$ cat config.mk
export PLATFORM = sky130hd
export DESIGN_NAME = seg_display_scan_flat
export DESIGN_NICKNAME = d
export VERILOG_FILES = /design/src/rtl/seg_display_pkg.sv /design/src/rtl/seg_display_scan_if.sv /design/src/rtl/seg_scan_counter.sv /design/src/rtl/seg_display_scan.sv /design/src/flat_wrapper.sv
export SDC_FILE = /design/constraint.sdc
export NUM_CORES = 1
export LEC_CHECK = 0
export CORE_MARGIN = 4
export CORE_UTILIZATION = 45
export DETAILED_ROUTE_END_ITERATION = 10
export PLACE_DENSITY = 0.7
export SYNTH_ARGS = -nofsm -noshare
export SYNTH_HDL_FRONTEND = slang
export SYNTH_SLANG_ARGS = --single-unit
$ cat constraint.sdc
create_clock -name sys_clk -period 2.45 [get_ports sys_clk]
set_input_delay 0.245 -clock sys_clk [delete_from_list [all_inputs] [get_ports sys_clk]]
set_output_delay 0.245 -clock sys_clk [all_outputs]
set_load 0.005 [all_outputs]
$ cat src/rtl/seg_display_pkg.sv
// Shared types, segment indices and polarity helpers for the seven-segment scanner.
package seg_display_pkg;

  typedef enum logic [1:0] {
    StIdle  = 2'd0,
    StBlank = 2'd1,
    StDrive = 2'd2
  } scan_state_e;

  localparam int unsigned SEG_A = 0;
  localparam int unsigned SEG_B = 1;
  localparam int unsigned SEG_C = 2;
  localparam int unsigned SEG_D = 3;
  localparam int unsigned SEG_E = 4;
  localparam int unsigned SEG_F = 5;
  localparam int unsigned SEG_G = 6;

  // Callers truncate the 32-bit result to their own width.
  function automatic logic [31:0] apply_polarity(logic [31:0] value, bit active_low);
    return active_low ? ~value : value;
  endfunction

  function automatic logic [31:0] SEG_OFF(bit active_low);
    return {32{active_low}};
  endfunction

  function automatic logic [31:0] DIG_OFF(bit active_low);
    return {32{active_low}};
  endfunction

endpackage

$ cat src/rtl/seg_display_scan_if.sv
// Bus between the timer (master) and the display scanner (slave).
interface seg_display_scan_if #(
  parameter int unsigned NUM_DIGITS = 6,
  parameter int unsigned SEG_W      = 7
);
  logic                                en;
  logic [NUM_DIGITS-1:0][SEG_W-1:0]    digit_in;
  logic [SEG_W-1:0]                    seg_out;
  logic [NUM_DIGITS-1:0]               dig_sel;
  logic                                frame_done;

  modport master (
    output en,
    output digit_in,
    input  seg_out,
    input  dig_sel,
    input  frame_done
  );

  modport slave (
    input  en,
    input  digit_in,
    output seg_out,
    output dig_sel,
    output frame_done
  );
endinterface

$ cat src/rtl/seg_scan_counter.sv
// Per-slot cycle counter with terminal flags for the end of the blank and drive phases.
module seg_scan_counter #(
  parameter int unsigned REFRESH_DIV  = 1000,
  parameter int unsigned BLANK_CYCLES = 2
) (
  input  logic sys_clk,
  input  logic rst,
  input  logic clear,
  input  logic inc,
  output logic blank_end,
  output logic drive_end
);
  localparam int unsigned CntW        = (REFRESH_DIV > 1) ? $clog2(REFRESH_DIV) : 1;
  localparam int unsigned DriveCycles = REFRESH_DIV - BLANK_CYCLES;
  localparam logic [CntW-1:0] BlankLast =
      CntW'((BLANK_CYCLES > 0) ? BLANK_CYCLES - 1 : 0);
  localparam logic [CntW-1:0] DriveLast = CntW'(DriveCycles - 1);

  logic [CntW-1:0] cnt_q;

  always_ff @(posedge sys_clk) begin
    if (rst || clear) begin
      cnt_q <= '0;
    end else if (inc) begin
      cnt_q <= cnt_q + 1'b1;
    end
  end

  // With blanking disabled the blank phase never exists, so its flag stays low.
  assign blank_end = (BLANK_CYCLES > 0) && (cnt_q == BlankLast);
  assign drive_end = (cnt_q == DriveLast);

endmodule

$ cat src/rtl/seg_display_scan.sv
// Six-digit seven-segment scanner: frame snapshot, per-digit blanking, registered pad outputs.
module seg_display_scan
  import seg_display_pkg::*;
#(
  parameter int unsigned NUM_DIGITS     = 6,
  parameter int unsigned SEG_W          = 7,
  parameter int unsigned REFRESH_DIV    = 1000,
  parameter int unsigned BLANK_CYCLES   = 2,
  parameter bit          ACTIVE_LOW_OUT = 1'b1
) (
  input logic             sys_clk,
  input logic             rst,
  seg_display_scan_if.slave bus
);
  localparam logic [1:0] IDLE  = StIdle;
  localparam logic [1:0] BLANK = StBlank;
  localparam logic [1:0] DRIVE = StDrive;
  localparam logic [1:0] AfterSlot = (BLANK_CYCLES == 0) ? DRIVE : BLANK;

  localparam int unsigned IdxW = (NUM_DIGITS > 1) ? $clog2(NUM_DIGITS) : 1;
  localparam logic [IdxW-1:0] IdxLast = IdxW'(NUM_DIGITS - 1);

  localparam logic [SEG_W-1:0]      SegOff = SEG_W'(SEG_OFF(ACTIVE_LOW_OUT));
  localparam logic [NUM_DIGITS-1:0] DigOff = NUM_DIGITS'(DIG_OFF(ACTIVE_LOW_OUT));

  logic [1:0]                       state_q, state_d;
  logic [IdxW-1:0]                  idx_q, idx_d;
  logic [NUM_DIGITS-1:0][SEG_W-1:0] frame_buf_q, frame_buf_d;
  logic [SEG_W-1:0]                 seg_q, seg_d;
  logic [NUM_DIGITS-1:0]            dig_q, dig_d;
  logic [NUM_DIGITS-1:0]            onehot;
  logic                             frame_end, frame_pend_q, frame_done_q;
  logic                             cnt_clr, cnt_inc, blank_end, drive_end;

  seg_scan_counter #(
    .REFRESH_DIV  (REFRESH_DIV),
    .BLANK_CYCLES (BLANK_CYCLES)
  ) u_counter (
    .sys_clk   (sys_clk),
    .rst       (rst),
    .clear     (cnt_clr),
    .inc       (cnt_inc),
    .blank_end (blank_end),
    .drive_end (drive_end)
  );

  always_comb begin
    state_d     = state_q;
    idx_d       = idx_q;
    frame_buf_d = frame_buf_q;
    cnt_clr     = 1'b0;
    cnt_inc     = 1'b0;
    frame_end   = 1'b0;
    if (!bus.en) begin
      state_d = IDLE;
      idx_d   = '0;
      cnt_clr = 1'b1;
    end else begin
      case (state_q)
        IDLE: begin
          frame_buf_d = bus.digit_in;
          idx_d       = '0;
          cnt_clr     = 1'b1;
          state_d     = AfterSlot;
        end
        BLANK: begin
          if (blank_end) begin
            cnt_clr = 1'b1;
            state_d = DRIVE;
          end else begin
            cnt_inc = 1'b1;
          end
        end
        DRIVE: begin
          if (drive_end) begin
            cnt_clr = 1'b1;
            state_d = AfterSlot;
            if (idx_q == IdxLast) begin
              frame_end   = 1'b1;
              idx_d       = '0;
              frame_buf_d = bus.digit_in;
            end else begin
              idx_d = idx_q + 1'b1;
            end
          end else begin
            cnt_inc = 1'b1;
          end
        end
        default: begin
          state_d = IDLE;
          idx_d   = '0;
          cnt_clr = 1'b1;
        end
      endcase
    end
  end

  always_comb begin
    onehot = NUM_DIGITS'(1) << idx_q;
    seg_d  = SegOff;
    dig_d  = DigOff;
    if (state_q == DRIVE) begin
      seg_d = SEG_W'(apply_polarity(32'(frame_buf_q[idx_q]), ACTIVE_LOW_OUT));
      dig_d = NUM_DIGITS'(apply_polarity(32'(onehot), ACTIVE_LOW_OUT));
    end
  end

  // frame_done is delayed one extra stage so it lines up with the pads going dark.
  always_ff @(posedge sys_clk) begin
    if (rst) begin
      state_q      <= IDLE;
      idx_q        <= '0;
      frame_buf_q  <= '0;
      seg_q        <= SegOff;
      dig_q        <= DigOff;
      frame_pend_q <= 1'b0;
      frame_done_q <= 1'b0;
    end else begin
      state_q      <= state_d;
      idx_q        <= idx_d;
      frame_buf_q  <= frame_buf_d;
      seg_q        <= seg_d;
      dig_q        <= dig_d;
      frame_pend_q <= frame_end;
      frame_done_q <= frame_pend_q;
    end
  end

  assign bus.seg_out    = seg_q;
  assign bus.dig_sel    = dig_q;
  assign bus.frame_done = frame_done_q;

endmodule

$ cat src/flat_wrapper.sv
// flat-port wrapper written by rule: the top's interface ports become plain ports
module seg_display_scan_flat import seg_display_pkg::*;
#(
  parameter int unsigned NUM_DIGITS     = 6,
  parameter int unsigned SEG_W          = 7,
  parameter int unsigned REFRESH_DIV    = 1000,
  parameter int unsigned BLANK_CYCLES   = 2,
  parameter bit          ACTIVE_LOW_OUT = 1'b1
)
  (sys_clk, rst, bus_en, bus_digit_in, bus_seg_out, bus_dig_sel, bus_frame_done);
  seg_display_scan_if #(.NUM_DIGITS(NUM_DIGITS), .SEG_W(SEG_W)) bus_i ();
  input logic sys_clk;
  input logic rst;
  input wire logic [$bits(bus_i.en)-1:0] bus_en;
  input wire logic [$bits(bus_i.digit_in)-1:0] bus_digit_in;
  output wire logic [$bits(bus_i.seg_out)-1:0] bus_seg_out;
  output wire logic [$bits(bus_i.dig_sel)-1:0] bus_dig_sel;
  output wire logic [$bits(bus_i.frame_done)-1:0] bus_frame_done;
  assign bus_i.en = bus_en;
  assign bus_i.digit_in = bus_digit_in;
  assign bus_seg_out = bus_i.seg_out;
  assign bus_dig_sel = bus_i.dig_sel;
  assign bus_frame_done = bus_i.frame_done;
  seg_display_scan #(.NUM_DIGITS(NUM_DIGITS), .SEG_W(SEG_W), .REFRESH_DIV(REFRESH_DIV), .BLANK_CYCLES(BLANK_CYCLES), .ACTIVE_LOW_OUT(ACTIVE_LOW_OUT)) u_core (.sys_clk(sys_clk), .rst(rst), .bus(bus_i));
endmodule
Word level (Yosys, flattened, before mapping):

Cells that the tools add are included.

* add/subtract/negate cells: 2
* $lt $le $gt $ge: 1
* eq/ne operators: 8
* shift operators: 1
* muxes and demuxes: 20
* bitwise logic cells: 6
* reduce and logical (&&, ||, !) cells: 9

Operator list (number)
* 42-bit 2-to-1 mux: 2
* 42-bit case mux with 2 select lines: 1
* 7-bit binary-select mux with 3-bit select: 1
* 10-bit by 1-bit adder with 10-bit output (second input constant): 1
* 10-bit by 1-bit equality test with 1-bit output (second input constant): 1
* 10-bit equality test (second input constant): 1
* 1-bit 2-to-1 mux: 7
* 7-bit 2-to-1 mux: 1
* 7-bit inverter: 1
* 3-bit 2-to-1 mux: 2
* 2-bit by 1-bit != test with 1-bit output (second input constant): 3
* 6-bit inverter: 1
* 2-bit case mux with 3 select lines: 1
* 3-bit case mux with 2 select lines: 1
* 1-bit by 3-bit << shifter with 6-bit output (first input constant): 1
* 3-bit by 4-bit < comparator with 1-bit output (second input constant): 1
* 2-bit 2-to-1 mux: 2
* 1-bit inverter: 4
* 1-bit case mux with 2 select lines: 2
* 2-bit AND reduction: 2
* 4-bit AND reduction: 1
* 2-bit OR reduction: 2
* 4-bit OR reduction: 1
* 3-bit by 1-bit adder with 3-bit output (second input constant): 1
* other kinds (6): 6

* register bits: 72
* input port bits: 45
* output and inout bits: 14
* word-level logic and storage cells: 60

Longest topological paths before layout:

Gate-level depths: netlist of the first run.

* depth after elaboration: 5
* depth in mapped cells: 9
* mapped depth without buffers: 6

By module:

A second synthesis of the first run with hierarchy kept.

* cell total of the unflattened synthesis: 343
* area total of the unflattened synthesis: 3510.9 sq um

Modules (own cells, without submodules)
* seg_display_scan: instances 1, cells an instance 285, area an instance 3001.6 sq um, sequential area each 1241.2 sq um
* seg_scan_counter: instances 1, cells an instance 58, area an instance 509.2 sq um, sequential area each 200.2 sq um

Least setup slack after synthesis of the first run:

Ideal clock, no wire load.

* path kind: register to register
* from: reg u_core.u_counter.cnt_q[0]
* to: reg u_core.frame_buf_q[0] (netlist name)
* library setup time: 72 ps
* arrival: 2061 ps
* data required time: 2378 ps
* setup slack: 317 ps
* stages on the path, launching flop included: 8
* path buffers: 2
* clock period less this slack: 2133 ps
* cell sequence: dfxtp_1 > ha_1 > or3b_4 > or4_4 > a21boi_2 > buf_6 > buf_12 > mux2i_1

* word-level cells in the longest chain between the ends: 3

RTL lines
* from (decl): line seg_scan_counter.sv:19 `logic [CntW-1:0] cnt_q;`
* from (signal assigned): line seg_scan_counter.sv:25 `cnt_q <= cnt_q + 1'b1;`
* 10-bit equality test: line seg_scan_counter.sv:31 `assign drive_end = (cnt_q == DriveLast);`
* 2-bit by 1-bit != test with 1-bit output (no source line)
* 4-bit AND reduction (no source line)
* to (signal assigned): line seg_display_scan.sv:121 `frame_buf_q <= frame_buf_d;`
* to (decl): line seg_display_scan.sv:28 `logic [NUM_DIGITS-1:0][SEG_W-1:0] frame_buf_q, frame_buf_d;`

Every way passes these cells.
A chain may end at the register's enable or synchronous reset.

Worst setup path after layout of the first run:

* from: reg u_core.u_counter.cnt_q[1]
* to: reg u_core.frame_buf_q[24] (netlist name)

The elaborated chain is that of the path after synthesis.

==> impl_metrics.yaml, run 1 <==
setup_path:
  startpoint_type: "flop"
  worst_ep_arrival_time_ns: 2.57
  critPathCaptureType: "flop"
  timing.rr.start: "u_core.u_counter.cnt_q[1]"
  timing.critical_path.required_ns: 2.72
  setup.worst_path.class: "reg -> reg"
  crit_path_max_fanout: 27
  ff2ff_path_depth: 7
  critical_path.startpoint: "u_core.u_counter.cnt_q[1]"
sta:
  setup_ws_ns: 0.157
  unrepaired_setup_endpoints_after_global_routing: "no"
  finalCriticalPeriod_ns: 2.29
  hold_violations: 0
  slew_headroom_pct: 56.9
  setup_violations: 0
  worst-slew-pin-transition_ns: 0.645
  final.setup_skew_ns: 0.00743
  max_clock_freq_ghz: 0.436
  hold_slack_ns: 0.344
  timing.final.max_slew_violations: 0
  finalCritPeriodShare_pct: 93.6
  finalSetupTns_ns: 0
clocking:
  cts_repair_resize_count: 0
  cts-buffers-inserted: 9
  tritoncts_clock_tree: "built"
  insertion_delay_ns: 0.34
  h-tree-depth: 3
  cts_max_path_buffers: 2
  cts_hold_buf: 0
  clkSinkCount: 72
  clkTransAtPathRegs_ns: 0.07
  post-cts-setup-buffers: 0
  cts_root_buffer: "sky130_fd_sc_hd__clkbuf_8"
pwr:
  peak_vdd_ir_uv: 240
  power_density_mw_per_mm2: 523
  static-leakage-power_nw: 1.62
  design_power_total_mw: 2.33
synth:
  most_used_standard_cell_by_instance_count_after_synthesis: "sky130_fd_sc_hd__nand2b_1"
  synth.cells.most_frequent: "sky130_fd_sc_hd__nand2b_1, sky130_fd_sc_hd__dfxtp_1, sky130_fd_sc_hd__mux2i_1, sky130_fd_sc_hd__nand2_1, sky130_fd_sc_hd__clkbuf_1"
  post_synth_inst_count: 372
  mappedNetlistArea_mm2: 0.00365
  synth_sequential_area_ratio_pct: 39.4
  synth.lib_cells_used.distinct: 44
  ys_dominant_reg_cell: "sky130_fd_sc_hd__dfxtp_1"
  yosys_register_bits: 72
  synthesis.nets: 424
  synth_top_cells_by_area: "sky130_fd_sc_hd__dfxtp_1, sky130_fd_sc_hd__mux2i_1, sky130_fd_sc_hd__nand2b_1"
  synth_async_sr_flop_share_pct: 0
  synth_edf_count: 0
  synth_largest_area_cell: "sky130_fd_sc_hd__dfxtp_1"
  post_synth.cell_area_avg_um2: 9.82
  synth_top_area_share_pct: 39.4
  yosysWarningCount: 0
floorplanning:
  die_height_um: 98.1
  floorplan.die_area_mm2: 0.00963
  ioPinCount: 59
  placement_rows: 32
  core_area_mm2: 0.00781
  die-width_um: 98.1
  start_util_pct: 46.8
global_route:
  grt_pass1_wl_um: 12900
  grt_overflow_total: 0
  first_global_vias: 2663
  antenna_found_initial: 0
  maximum_number_of_pins_on_one_net_before_global_route_repair: 58
  grt_usage_pct: 16.4
layout:
  fin_nets: 479
  seq_area_mm2: 0.00144
  layout-area-overhead-vs-synth_pct: 22.1
  area_of_the_multi_input_gates_mm2: 0.00203
  drive_gt1_share_pct: 8.56
  n_antenna_cell: 0
  n_fill_cell: 721
routing:
  via_per_inst: 5.14
  avgRoutedWirePerCell_um: 14.1
  initialDrtViolationCount: 162
  drt-pass1-iter-count: 4
  detail_route.wirelength_um: 7540
  ant_nets: 0
  detail_route.drc_violations: 0
  vias: 2746
min_path:
  min-delay-path-class: "in -> reg"
  min_from: "rst"
  timing.hold.worst_path_depth: 2
placement:
  gp_congestion: 0.855
  detailedPlacementHpwl_um: 5270
  place.port_buffers: 58
  detailedPlace.worstSlack_ns: 0.188
run_status:
  run_status: "finished clean"
run:
  cap_violations: 0
cell type report:
type / instances / share of cell area [%]
Clock inverter: 3 / 0.392
Inverter: 7 / 0.589
Multi-Input combinational cell: 270 / 45.6
Timing Repair Buffer: 67 / 15.0
Sequential cell: 72 / 32.3
Tap cell: 102 / 2.86
Clock buffer: 13 / 3.34
metal layers:
metal  global-route usage (%)  vias to the layer above  wire length [um]
li1                         -                     1403                 -
met1                     23.4                     1266              3740
met2                     24.0                       66              3290
met3                     3.36                       11               382
met4                     7.03                        0               126
met5                        0                        -                 0
critical path, cell delays in order, from the launching register on:
cell and delay [ns]:
sky130_fd_sc_hd__dfxtp_1 0.36, sky130_fd_sc_hd__inv_1 0.07, sky130_fd_sc_hd__ha_1 0.17, sky130_fd_sc_hd__or3b_4 0.41, sky130_fd_sc_hd__or4_4 0.52, sky130_fd_sc_hd__a21boi_4 0.23
sky130_fd_sc_hd__buf_12 0.25, sky130_fd_sc_hd__mux2i_1 0.21
worst paths after layout:
kind	end	slack, ns
worst min-delay path	u_core.bus.frame_done	0.34
worst max-delay path	u_core.frame_buf_q[24]	0.16
worst max register to register	u_core.frame_buf_q[24]	0.16
worst min register to register	u_core.bus.frame_done	0.46
cell families after synthesis:
| logic type | count (synthesis) | synth area share (%) |
|---|---|---|
| AOI/OAI and AO/OA | 31 | 5.51 |
| xor gates and xnor gates | 1 | 0.240 |
| adders and majority gates | 7 | 2.40 |
| buffers and inverters | 30 | 5.10 |
| DFF | 72 | 39.4 |
| muxes | 65 | 20.2 |
| and+or+nand+nor | 166 | 27.1 |
cells in the final DEF (no fill, tap or decap), types with 6 or more instances in the layout:
cell / instances
sky130_fd_sc_hd__clkdlybuf4s50_1: 57
sky130_fd_sc_hd__buf_4: 7
sky130_fd_sc_hd__clkbuf_8: 10
sky130_fd_sc_hd__nand2b_1: 88
sky130_fd_sc_hd__inv_1: 6
sky130_fd_sc_hd__ha_1: 7
sky130_fd_sc_hd__nand3_1: 12
sky130_fd_sc_hd__a21oi_1: 7
sky130_fd_sc_hd__dfxtp_1: 72
sky130_fd_sc_hd__nand3b_1: 11
sky130_fd_sc_hd__nand2_1: 23
sky130_fd_sc_hd__mux4_2: 7
sky130_fd_sc_hd__nand4_1: 7
sky130_fd_sc_hd__mux2i_1: 58
sky130_fd_sc_hd__o21ai_0: 10
sky130_fd_sc_hd__nor2_1: 6
state kept, by name, indices dropped and copies added (netlist names):
| name | flops |
|---|---|
| u_core.frame_pend_q | 1 |
| u_core.state_q | 2 |
| u_core.bus.seg_out | 7 |
| u_core.bus.dig_sel | 6 |
| u_core.bus.frame_done | 1 |
| u_core.u_counter.cnt_q | 10 |
| u_core.idx_q | 3 |
| u_core.frame_buf_q | 42 |
per-stage QoR:
step | instance area [um^2] | utilization [%] | cells
final | 4460 | 57.2 | 534
after global routing | 4460 | 57.2 | 534
after CTS | 4460 | 57.2 | 534
after detailed placement | 4300 | 55.0 | 518
after global placement | 4300 | 55.0 | 518
after floorplan | 3650 | - | 372
where the power goes:
group          switching (mW)  internal [mW]  total (mW)
registers              0.0264           1.22        1.25
clock network           0.424          0.393       0.817
logic                   0.109          0.163       0.272
total                   0.559           1.78        2.33
No activity file was read; power rests on OpenSTA's default activity.
==> inputs of run 2 (changes only) <==
CORE_MARGIN = 5   (was 4)
SETUP_SLACK_MARGIN = 0.4   (was default)
==> run 2 against run 1 <==
  * Die area increased by 4.1%
  * Register-to-register slack improved by 0.13 ns
  * Via count increased by 5.6%
  * Largest cell class unchanged
==> impl_metrics.yaml, run 2 (synthesized netlist as in run 1, its figures left out) <==
layout:
  most_common_library_cell_in_the_layout_ignoring_fill_and_taps: "sky130_fd_sc_hd__nand2b_1"
  n_antenna_cell: 0
  largest_register: "u_core.frame_buf_q"
  largest_reg_flops: 42
  n_fill_cell: 641
  fin_nets: 500
  most_frequent_cells_in_the_layout: "sky130_fd_sc_hd__nand2b_1, sky130_fd_sc_hd__dfxtp_1, sky130_fd_sc_hd__clkdlybuf4s50_1"
  area_of_the_multi_input_gates_mm2: 0.00210
  seq_area_mm2: 0.00145
  layout-area-overhead-vs-synth_pct: 34.5
  drive_gt1_share_pct: 16.8
sta:
  worst-slew-pin-transition_ns: 0.662
  finalCritPeriodShare_pct: 88.5
  max_clock_freq_ghz: 0.461
  finalCriticalPeriod_ns: 2.17
  hold_violations: 0
  setup_violations: 0
  finalSetupTns_ns: 0
  timing.final.max_slew_violations: 0
  unrepaired_setup_endpoints_after_global_routing: "yes"
  final.setup_skew_ns: 0.0131
  slew_headroom_pct: 55.7
setup_path:
  critPathSlowestCell: "sky130_fd_sc_hd__or4_4"
  startpoint_type: "flop"
  worst_ep_arrival_time_ns: 2.44
  critPathCaptureType: "flop"
  ff2ff_path_depth: 9
  cpPeakStageDelay_ns: 0.44
  crit_path_max_fanout: 6
  regToRegEndpoint: "u_core.frame_buf_q[33]"
  timing.critical_path.required_ns: 2.72
  setup.worst_path.class: "reg -> reg"
  critical_path.most_common_cell: "sky130_fd_sc_hd__buf_12"
  crit_end: "u_core.frame_buf_q[33]"
  path_cells: "inv_2 -> ha_4 -> or3b_4 -> or4_4 -> a21boi_4 -> buf_12 -> buf_12 -> buf_16 -> mux2i_1"
  timing.rr.start: "u_core.u_counter.cnt_q[1]"
  worst-r2r-setup-slack_ns: 0.28
  critical_path.startpoint: "u_core.u_counter.cnt_q[1]"
clocking:
  tritoncts_clock_tree: "built"
  clkSinkCount: 72
  h-tree-depth: 3
  insertion_delay_ns: 0.35
  cts_root_buffer: "sky130_fd_sc_hd__clkbuf_8"
  cts_max_path_buffers: 2
  cts-buffers-inserted: 9
  clkTransAtPathRegs_ns: 0.08
routing:
  vias: 2899
  drt-pass1-iter-count: 4
  detail_route.wirelength_um: 8900
  via_per_inst: 5.22
  avgRoutedWirePerCell_um: 16.0
  ant_nets: 0
  detail_route.drc_violations: 0
  initialDrtViolationCount: 157
floorplanning:
  start_util_pct: 46.8
  ioPinCount: 59
  floorplan.die_area_mm2: 0.0100
  die_height_um: 100
  die-width_um: 100
  core_area_mm2: 0.00781
  placement_rows: 32
pwr:
  power_density_mw_per_mm2: 540
  design_power_total_mw: 2.65
  static-leakage-power_nw: 1.81
  peak_vdd_ir_uv: 287
global_route:
  grt_pass1_wl_um: 14600
  grt_overflow_total: 0
  first_global_vias: 2906
  grt_usage_pct: 18.3
  maximum_number_of_pins_on_one_net_before_global_route_repair: 64
  antenna_found_initial: 0
min_path:
  min-delay-path-class: "in -> reg"
run_status:
  run_status: "finished clean"
run:
  cap_violations: 0
placement:
  detailedPlacementHpwl_um: 5460
  gp_congestion: 0.837
  place.port_buffers: 58
==> run 2: cell types whose count changed in the layout (fill, tap and decap cells not counted), sizes merged <==
| cell | change |
|---|---|
| inv | +1 |
| bufinv | +2 |
| clkinvlp | +1 |
| buf | +21 |
| clkbuf | -3 |
| clkinv | -1 |
==> run 2: how the worst min path moves through the flow <==
stage	depth (start not counted)	slack (ns)	startpoint	endpoint
2_1_floorplan	2	0.40	bus_digit_in[14]	u_core.frame_buf_q[14]
3_3_place_gp	2	0.45	u_core.frame_buf_q[13]	u_core.frame_buf_q[13]
3_5_place_dp	1	0.46	u_core.frame_pend_q	u_core.bus.frame_done
4_1_cts	2	0.33	rst	u_core.bus.frame_done
5_1_grt	2	0.35	rst	u_core.bus.frame_done
6_report	2	0.34	rst	u_core.bus.frame_done
==> run 2: layer usage <==
metal	vias to the layer above	track usage [%]	wire length, um	share of wire [%]
met2	91	28.3	4090	46
li1	1451	-	-	-
met4	0	5.70	119	1.3
met3	9	4.31	527	5.9
met5	-	0	0	0
met1	1348	25.3	4160	47
==> run 2: stage by stage <==
step                instance area [um^2]  utilization (%)  std cells  hold WS (ns)  worst slack, ns
floorplan                           3660                -        372         0.400            0.405
global placement                    4300             55.0        519         0.454            0.317
detailed placement                  4300             55.0        519         0.459            0.215
CTS                                 4830             61.9        551         0.334            0.206
global route                        4920             63.0        555         0.349            0.204
finish                              4920             63.0        555         0.344            0.283
==> run 2: layout make-up <==
type / instances / share of cell area (%)
repair buffers: 88 / 20.2
flip-flops and latches: 72 / 29.5
clock inverters: 6 / 1.88
inverters: 7 / 0.534
well taps: 102 / 2.60
multi-input cells: 270 / 42.7
clock buffers: 10 / 2.60
==> run 2: timing repair <==
item                                    4_1_cts  5_1_grt
hold endpoints to repair                      0        0
setup buffers                                10        4
endpoints found under the setup margin       45       55
resized for setup                            16       13
hold buffers                                  0        0
gates cloned                                  6        0
pin swaps                                     3        5
==> run 2: critical path: cells and delay by family, from the launching register on <==
kind                     cells  cell delay (ns)
AND/OR/NAND/NOR              2             0.81
adder cells (fa/ha/maj)      1             0.12
multiplexers                 1             0.21
buffers and inverters        4             0.43
AO/OA/AOI/OAI                1             0.18
flip-flops                   1             0.35
==> run 2: report_power, final <==
part,internal [mW],leakage [nW],switching (mW)
clock network,0.579,0.103,0.474
registers,1.22,0.591,0.0278
logic,0.221,1.12,0.136
total,2.02,1.81,0.637
==> inputs of run 3 (changes only) <==
CAP_MARGIN = 20   (was default)
==> results of run 3 <==
Same layout as run 2: the final DEF is identical, and so are final timing and power.
